## src/rtl/muldiv_unit.sv

```systemverilog
// Iterative multiply/divide unit with architectural HI/LO registers.
// Shift-add multiply or restoring divide at one bit per cycle, then a one-cycle sign fix-up.
module muldiv_unit #(
  parameter int WIDTH = 32
) (
  input  logic             clock,
  input  logic             reset_n,
  input  logic             start,
  input  logic [2:0]       op,
  input  logic [WIDTH-1:0] a,
  input  logic [WIDTH-1:0] b,
  input  logic             flush,
  output logic             busy,
  output logic             done,
  output logic [WIDTH-1:0] hi,
  output logic [WIDTH-1:0] lo
);

  localparam int CW = $clog2(WIDTH);
  localparam logic [CW-1:0] CNT_LAST = CW'(WIDTH - 1);

  localparam logic [1:0] ST_IDLE = 2'd0;
  localparam logic [1:0] ST_CALC = 2'd1;
  localparam logic [1:0] ST_FIX  = 2'd2;

  localparam logic [2:0] OP_MULT  = 3'b000;
  localparam logic [2:0] OP_MULTU = 3'b001;
  localparam logic [2:0] OP_DIV   = 3'b010;
  localparam logic [2:0] OP_DIVU  = 3'b011;
  localparam logic [2:0] OP_MTHI  = 3'b100;
  localparam logic [2:0] OP_MTLO  = 3'b101;

  logic [1:0]         state;
  logic [CW-1:0]      cnt;
  logic [2*WIDTH-1:0] acc;
  logic [WIDTH-1:0]   opnd;
  logic               is_div;
  logic               neg_lo;
  logic               neg_hi;
  logic               div_zero;

  logic               signed_op;
  logic               a_neg;
  logic               b_neg;
  logic [WIDTH-1:0]   a_mag;
  logic [WIDTH-1:0]   b_mag;

  logic [WIDTH-1:0]   mul_addend;
  logic [WIDTH:0]     mul_sum;
  logic [WIDTH:0]     div_shift;
  logic [WIDTH+1:0]   div_trial;
  logic [2*WIDTH-1:0] acc_next;

  logic [2*WIDTH-1:0] prod_fix;
  logic [WIDTH-1:0]   quot;
  logic [WIDTH-1:0]   rem;
  logic [WIDTH-1:0]   res_hi;
  logic [WIDTH-1:0]   res_lo;

  assign busy = (state != ST_IDLE);

  always_comb begin
    signed_op = (op == OP_MULT) || (op == OP_DIV);
    a_neg     = signed_op & a[WIDTH-1];
    b_neg     = signed_op & b[WIDTH-1];
    a_mag     = a_neg ? (-a) : a;
    b_mag     = b_neg ? (-b) : b;
  end

  // The accumulator holds {partial product} for multiply and {remainder, dividend/quotient} for divide.
  always_comb begin
    mul_addend = acc[0] ? opnd : '0;
    mul_sum    = {1'b0, acc[2*WIDTH-1:WIDTH]} + {1'b0, mul_addend};
    div_shift  = {acc[2*WIDTH-1:WIDTH], acc[WIDTH-1]};
    div_trial  = {1'b0, div_shift} - {2'b00, opnd};
    acc_next   = {mul_sum, acc[WIDTH-1:1]};
    if (is_div) begin
      if (div_trial[WIDTH+1]) begin
        acc_next = {div_shift[WIDTH-1:0], acc[WIDTH-2:0], 1'b0};
      end else begin
        acc_next = {div_trial[WIDTH-1:0], acc[WIDTH-2:0], 1'b1};
      end
    end
  end

  // A zero divisor leaves the dividend magnitude as remainder, so re-signing it restores a exactly.
  always_comb begin
    prod_fix = neg_lo ? (-acc) : acc;
    quot     = acc[WIDTH-1:0];
    rem      = acc[2*WIDTH-1:WIDTH];
    res_hi   = prod_fix[2*WIDTH-1:WIDTH];
    res_lo   = prod_fix[WIDTH-1:0];
    if (is_div) begin
      res_hi = neg_hi ? (-rem) : rem;
      res_lo = div_zero ? '1 : (neg_lo ? (-quot) : quot);
    end
  end

  always_ff @(posedge clock or negedge reset_n) begin
    if (!reset_n) begin
      state    <= ST_IDLE;
      cnt      <= '0;
      acc      <= '0;
      opnd     <= '0;
      is_div   <= 1'b0;
      neg_lo   <= 1'b0;
      neg_hi   <= 1'b0;
      div_zero <= 1'b0;
      done     <= 1'b0;
      hi       <= '0;
      lo       <= '0;
    end else begin
      done <= 1'b0;
      case (state)
        ST_IDLE: begin
          if (start && !flush) begin
            case (op)
              OP_MULT, OP_MULTU, OP_DIV, OP_DIVU: begin
                is_div   <= op[1];
                neg_lo   <= a_neg ^ b_neg;
                neg_hi   <= a_neg;
                div_zero <= (b == '0);
                acc      <= op[1] ? {{WIDTH{1'b0}}, a_mag} : {{WIDTH{1'b0}}, b_mag};
                opnd     <= op[1] ? b_mag : a_mag;
                cnt      <= '0;
                state    <= ST_CALC;
              end
              OP_MTHI: hi <= a;
              OP_MTLO: lo <= a;
              default: ;
            endcase
          end
        end
        ST_CALC: begin
          if (flush) begin
            state <= ST_IDLE;
          end else begin
            acc <= acc_next;
            cnt <= cnt + CW'(1);
            if (cnt == CNT_LAST) begin
              state <= ST_FIX;
            end
          end
        end
        ST_FIX: begin
          if (flush) begin
            state <= ST_IDLE;
          end else begin
            hi    <= res_hi;
            lo    <= res_lo;
            done  <= 1'b1;
            state <= ST_IDLE;
          end
        end
        default: state <= ST_IDLE;
      endcase
    end
  end

endmodule
```

## config.mk

```make
export PLATFORM = sky130hd
export DESIGN_NAME = muldiv_unit
export DESIGN_NICKNAME = d
export VERILOG_FILES = /design/src/rtl/muldiv_unit.sv
export SDC_FILE = /design/constraint.sdc
export NUM_CORES = 1
export LEC_CHECK = 0
export CORE_ASPECT_RATIO = 0.75
export CORE_MARGIN = 5
export CORE_UTILIZATION = 35
export CTS_CLUSTER_DIAMETER = 30
export DETAILED_ROUTE_END_ITERATION = 7
export HOLD_SLACK_MARGIN = 0.05
export MAX_ROUTING_LAYER = met4
export SETUP_SLACK_MARGIN = 0.4
export SYNTH_ARGS = -nofsm -noshare
export SYNTH_HDL_FRONTEND = slang
export SYNTH_SLANG_ARGS = --single-unit
```

## constraint.sdc

```tcl
create_clock -name clock -period 4.05 [get_ports clock]
set_input_delay 1.0125 -clock clock [delete_from_list [all_inputs] [get_ports clock]]
set_output_delay 1.0125 -clock clock [all_outputs]
set_load 0.01 [all_outputs]
```

# Word level (Yosys, flattened, before mapping)
# Cells that the tools add are included.
[totals]
output_inout_bits = 66
word_cells = 88
regBits = 172
[classes]
muxes = 36
eq_ne = 15
reduce_logical = 15
add_sub_neg = 8
n_bitwise = 3
[op_table]
columns = ["operator", "n"]
rows = [
  ["2-to-1 mux 32 bit", 16],
  ["2-to-1 mux 64 bit", 6],
  ["negation 32 bit", 4],
  ["case mux 32 bit (2 select lines)", 2],
  ["case mux 64 bit (2 select lines)", 1],
  ["negation 64 bit", 1],
  ["subtractor 33 x 32 -> 34 bit", 1],
  ["adder 32 x 32 -> 33 bit", 1],
  ["zero test 32 bit", 1],
  ["2-to-1 mux 5 bit", 3],
  ["AND reduction 4 bit", 3],
  ["case mux 5 bit (2 select lines)", 1],
  ["2-to-1 mux 2 bit", 4],
  ["equality test 3 x 2 -> 1 bit, second input constant", 2],
  ["equality test 3 bit, second input constant", 2],
  ["inequality test 2 x 1 -> 1 bit, second input constant", 3],
  ["inequality test 2 bit, second input constant", 3],
  ["AND reduction 3 bit", 2],
  ["nonzero test 2 bit", 3],
  ["adder 5 x 1 -> 5 bit, second input constant", 1],
  ["equality test 5 bit, second input constant", 1],
  ["case mux 2 bit (2 select lines)", 1],
  ["OR reduction 4 bit", 1],
  ["equality test 3 x 1 -> 1 bit, second input constant", 1],
  ["other kinds (11)", 13],
]

# Logic depth before layout (Yosys ltp)
[logic_depth]
depth_word = 8
ltp_mapped = 13

# Worst setup path before layout
# Ideal clock, no wire load.
[synth_timing]
path_type = "input to register"
from = "input a[7]"
to = "register acc[19]"
t_arrival_ns = 3.222
n_path_buf = 0
stages = 8
setup_slack_ns = 0.702
t_required_ns = 3.924
cell_sequence = "or4_1 -> nor3_1 -> nand4_1 -> or3_1 -> o31ai_1 -> xor2_1 -> mux2i_1 -> a221o_1"
[synth_between]
elab_chain_len = 6
[synth_rtl]
columns = ["element", "line", "rtl"]
rows = [
  ["from (decl)", "10", "input logic [WIDTH-1:0] a,"],
  ["negation 32 bit", "66", "a_mag = a_neg ? (-a) : a;"],
  ["2-to-1 mux 32 bit", "66", ""],
  ["2-to-1 mux 32 bit", "123", "acc <= op[1] ? {{WIDTH{1'b0}}, a_mag} : {{WIDTH{1'b0}}, b_mag};"],
  ["2-to-1 mux 64 bit", "117", "case (op)"],
  ["2-to-1 mux 64 bit", "116", "if (start && !flush) begin"],
  ["case mux 64 bit (2 select lines)", "114", "case (state)"],
  ["to (signal assigned)", "123", ""],
  ["to (signal assigned)", "138", "acc <= acc_next;"],
  ["to (decl)", "35", "logic [2*WIDTH-1:0] acc;"],
]
# Every way passes these cells. The select of a mux whose other input is x is not followed.
# A chain may end at the register's enable or synchronous reset.

# Worst setup path in the final report
[layout_timing]
from = "register acc[0]"
to = "register acc[52]"
[layout_between]
elab_chain_len = 5
[layout_rtl]
columns = ["element", "line", "rtl"]
rows = [
  ["2-to-1 mux 32 bit", "72", "mul_addend = acc[0] ? opnd : '0;"],
  ["adder 32 x 32 -> 33 bit", "73", "mul_sum = {1'b0, acc[2*WIDTH-1:WIDTH]} + {1'b0, mul_addend};"],
  ["2-to-1 mux 64 bit", "77", "if (is_div) begin"],
  ["2-to-1 mux 64 bit", "135", "if (flush) begin"],
  ["case mux 64 bit (2 select lines)", "114", ""],
]
# Every way passes these cells. The select of a mux whose other input is x is not followed.

==> impl_metrics.toml <==
[synthesis]
syn-cell-area_um2 = 15000
async_reset_ff_frac = 1.00
ys_ff_latch = 172
synthSimpleGateAreaFrac = 0.197
synthAdderAreaFrac = 0.0609
synth_edf_count = 0
synth-compound-area-share = 0.274
yosysTopAreaCell = "dfrtp_1"
synth_flop_cell = "dfrtp_1"
ys_seq_area_frac = 0.286
synth_nets = 2093
synth_top_cell_area_share = 0.286
synthCells = 1950
synthMuxAreaShare = 0.0384
syn-mean-instance-area_um2 = 7.71
synth.distinct_cells = 73
synth_xor_area_frac = 0.0955
ys_top_cells_by_area = "dfrtp_1 (29%), o21ai_0 (6.1%), a21oi_1 (5.8%)"
yosysWarnings = 0
synth_top_family_by_area = "compound AO/OA/AOI/OAI gates"

[final_layout]
finalInstanceArea_um2 = 18400
nets = 2254
multi_input_area_um2 = 10200
area_growth_pct = 22.5
drive_above_1_share = 0.0998
seqCellArea_um2 = 4310
num_antenna_cells = 0
nFillCells = 4241

[sta]
min_period_ns = 3.59
holdWs_ns = 0.482
fin_crit_sh = 0.887
maxClockFrequency_ghz = 0.279
finalSetupTns_ns = 0
finalHoldViolations = 0
slew_violations = 0
rsz0062_at_grt = "false"
max_slew.worst_pin.slew_ns = 1.07
finClkSkew_ns = 0.0123
max_slew_margin = 0.283
finalSetupViolCount = 0

[drt]
post_drt_wl_per_cell_um = 24.4
via_per_inst = 6.06
dr.pass1.iters = 6
routed-via-count = 16320
drt_iter0_drc = 1979
antenna_left = 0
route.detailed.drc = 0
drt-total-wl_mm = 65.8

[floorplan]
die_w_um = 249
die_height_um = 190
die_area_um2 = 47300
core-area_um2 = 42300
start_util = 0.356
pin_count = 137
row_count = 65

[global_routing]
grt_usage = 0.275
grt_pass1_vias = 14979
grt_overflow = 0
grt_first_pass_wirelength_mm = 97.1
antenna_found_initial = 0
grt_max_degree = 79

[clocking]
tritoncts = "done"
clk_path_buf_depth = 2
cts_buffers = 17
clk_pin_slew_ns = 0.08
clkSinkCount = 172
clk_root_buffer_cell = "clkbuf_16"
htree_levels = 4
cts_hold_buf = 0
insertion_delay_ns = 0.47

[critical_path]
cp.arrival_ns = 3.95
critPathCaptureType = "register"
critPathLaunch = "acc[0]"
critPathRequiredTime_ns = 4.41
rrSetupSlack_ns = 0.46
rr_startpoint = "acc[0]"
crit_end = "acc[52]"
crit_type = "reg2reg"
reg2regPathDepth = 13
crit_path_max_fanout = 20
r2r-end = "acc[52]"
cp-start-kind = "register"

[outcome]
status = "completed"

[power]
power_frac_seq = 0.248
power_frac_comb = 0.600
p_int_w = 0.00580
switchingPower_w = 0.00560
p_clk_frac = 0.151
finalPower_w = 0.0114
p_per_area_nw_per_um2 = 619
ir_drop_v = 0.000317
p_leak_nw = 7.79
swShare = 0.492

[placement]
gp_congestion = 1.02
dpl_cell_area_um2 = 17700
hpwl_mm = 51.5
portBuffers = 136

[worst_hold_path]
min_path_type = "reg2reg"

[job]
cap_violations = 0
what timing repair did:
item / 4_1_cts / 5_1_grt
setup buffers: 0 / 2
endpoints found under the setup margin: 6 / 29
resized for setup: 2 / 25
pin swaps: 0 / 5
power by group through the flow:
stage | clock [W] | combinational [W] | sequential [W]
global placement | 0 | 0.00654 | 0.00280
detailed placement | 0 | 0.00659 | 0.00282
floorplan | 0 | 0.00425 | 0.00265
global route | 0.00180 | 0.00742 | 0.00286
finish | 0.00173 | 0.00684 | 0.00283
CTS | 0.00173 | 0.00663 | 0.00279
cells in the mapped netlist (6+ instances only):
library cell	number
a211o_1	6
a211oi_1	24
a21o_1	30
a21oi_1	175
a221o_1	8
a221oi_1	6
a22o_1	6
a22oi_1	6
a31oi_1	25
and2_1	10
and3_1	27
buf_1	6
clkbuf_1	112
dfrtp_1	172
ha_1	70
inv_1	68
mux2_2	6
mux2i_1	51
nand2_1	210
nand2b_1	15
nand3_1	40
nand4_1	14
nor2_1	189
nor2b_1	6
nor3_1	47
nor3b_1	6
nor4_1	18
o211ai_1	19
o21a_1	12
o21ai_0	184
o221ai_1	11
o22ai_1	29
o31ai_1	38
o41ai_1	20
or3_1	21
or4_1	13
xnor2_1	98
xor2_1	66
worst min path at each step:
stage | startpoint | end | slack [ns] | cells after the start
2_1_floorplan | opnd[10] | opnd[10] | 0.45 | 2
3_3_place_gp | lo[4] | lo[4] | 0.46 | 2
3_5_place_dp | lo[12] | lo[12] | 0.47 | 1
4_1_cts | lo[4] | lo[4] | 0.49 | 2
5_1_grt | lo[1] | lo[1] | 0.50 | 2
6_report | lo[21] | lo[21] | 0.48 | 2
logic make-up (layout without fill, tap and decap cells):
group                    after synthesis  in the layout
AO/OA/AOI/OAI                        655            655
XOR/XNOR                             164            164
adder cells (fa/ha/maj)               72             72
buffers and inverters                192            366
flip-flops                           172            172
multiplexers                          57             57
AND/OR/NAND/NOR                      638            638
final cells by class:
cell class	count	share of cell area
clock buffers	18	0.0233
clock inverters	14	0.00828
inverters	70	0.0143
multi-input cells	1586	0.552
flip-flops and latches	172	0.234
well taps	569	0.0386
repair buffers	264	0.129
metrics by stage:
step | instances | util | setup WS [ns]
3_5_place_dp | 2659 | 0.419 | -0.177
5_1_grt | 2693 | 0.436 | 0.403
3_3_place_gp | 2659 | 0.419 | -0.223
2_1_floorplan | 1950 | - | 0.702
6_report | 2693 | 0.436 | 0.459
4_1_cts | 2691 | 0.433 | 0.403
layout by cell type, fill, tap and decap left out, types with 8 or more instances in the layout:
cell type and instances:
a211oi_1 22, a21o_1 30, a21oi_1 175, a221o_1 8, a31oi_1 24, and2_1 10, and3_1 27, buf_4 122
clkbuf_16 17, clkdlybuf4s50_1 134, dfrtp_1 168, ha_1 67, inv_1 67, mux2i_1 51, nand2_1 210, nand2b_1 15
nand3_1 39, nand4_1 14, nor2_1 188, nor3_1 46, nor4_1 14, o211ai_1 19, o21a_1 12, o21ai_0 183
o221ai_1 11, o22ai_1 29, o31ai_1 37, o41ai_1 19, or3_1 20, or4_1 10, xnor2_1 98, xor2_1 66
per-layer routing:
| layer | share of wire | wire (um) | track usage | up-vias |
|---|---|---|---|---|
| met4 | 0.021 | 1400 | 0.0629 | 0 |
| met5 | 0 | 0 | - | - |
| met3 | 0.13 | 8660 | 0.0854 | 84 |
| li1 | - | - | - | 7430 |
| met1 | 0.47 | 30700 | 0.415 | 7848 |
| met2 | 0.38 | 25000 | 0.353 | 958 |
flip-flops by register name (all words and copies together) (netlist names):
name and cells:
acc 64, cnt 5, div_zero 1, done 1, hi 32, is_div 1
lo 32, neg_hi 1, neg_lo 1, opnd 32, state 2
worst max-delay path, stage by stage (launching register included):
cell	delay (ns)
dfrtp_2	0.49
inv_2	0.18
buf_12	0.19
nor2_1	0.07
ha_1	0.32
a21oi_1	0.19
o21ai_0	0.22
a311o_1	0.49
buf_4	0.17
or3_1	0.39
a31oi_1	0.31
xor2_1	0.18
a21oi_1	0.09
a22o_1	0.21
Power figures use the tool's default switching activity.
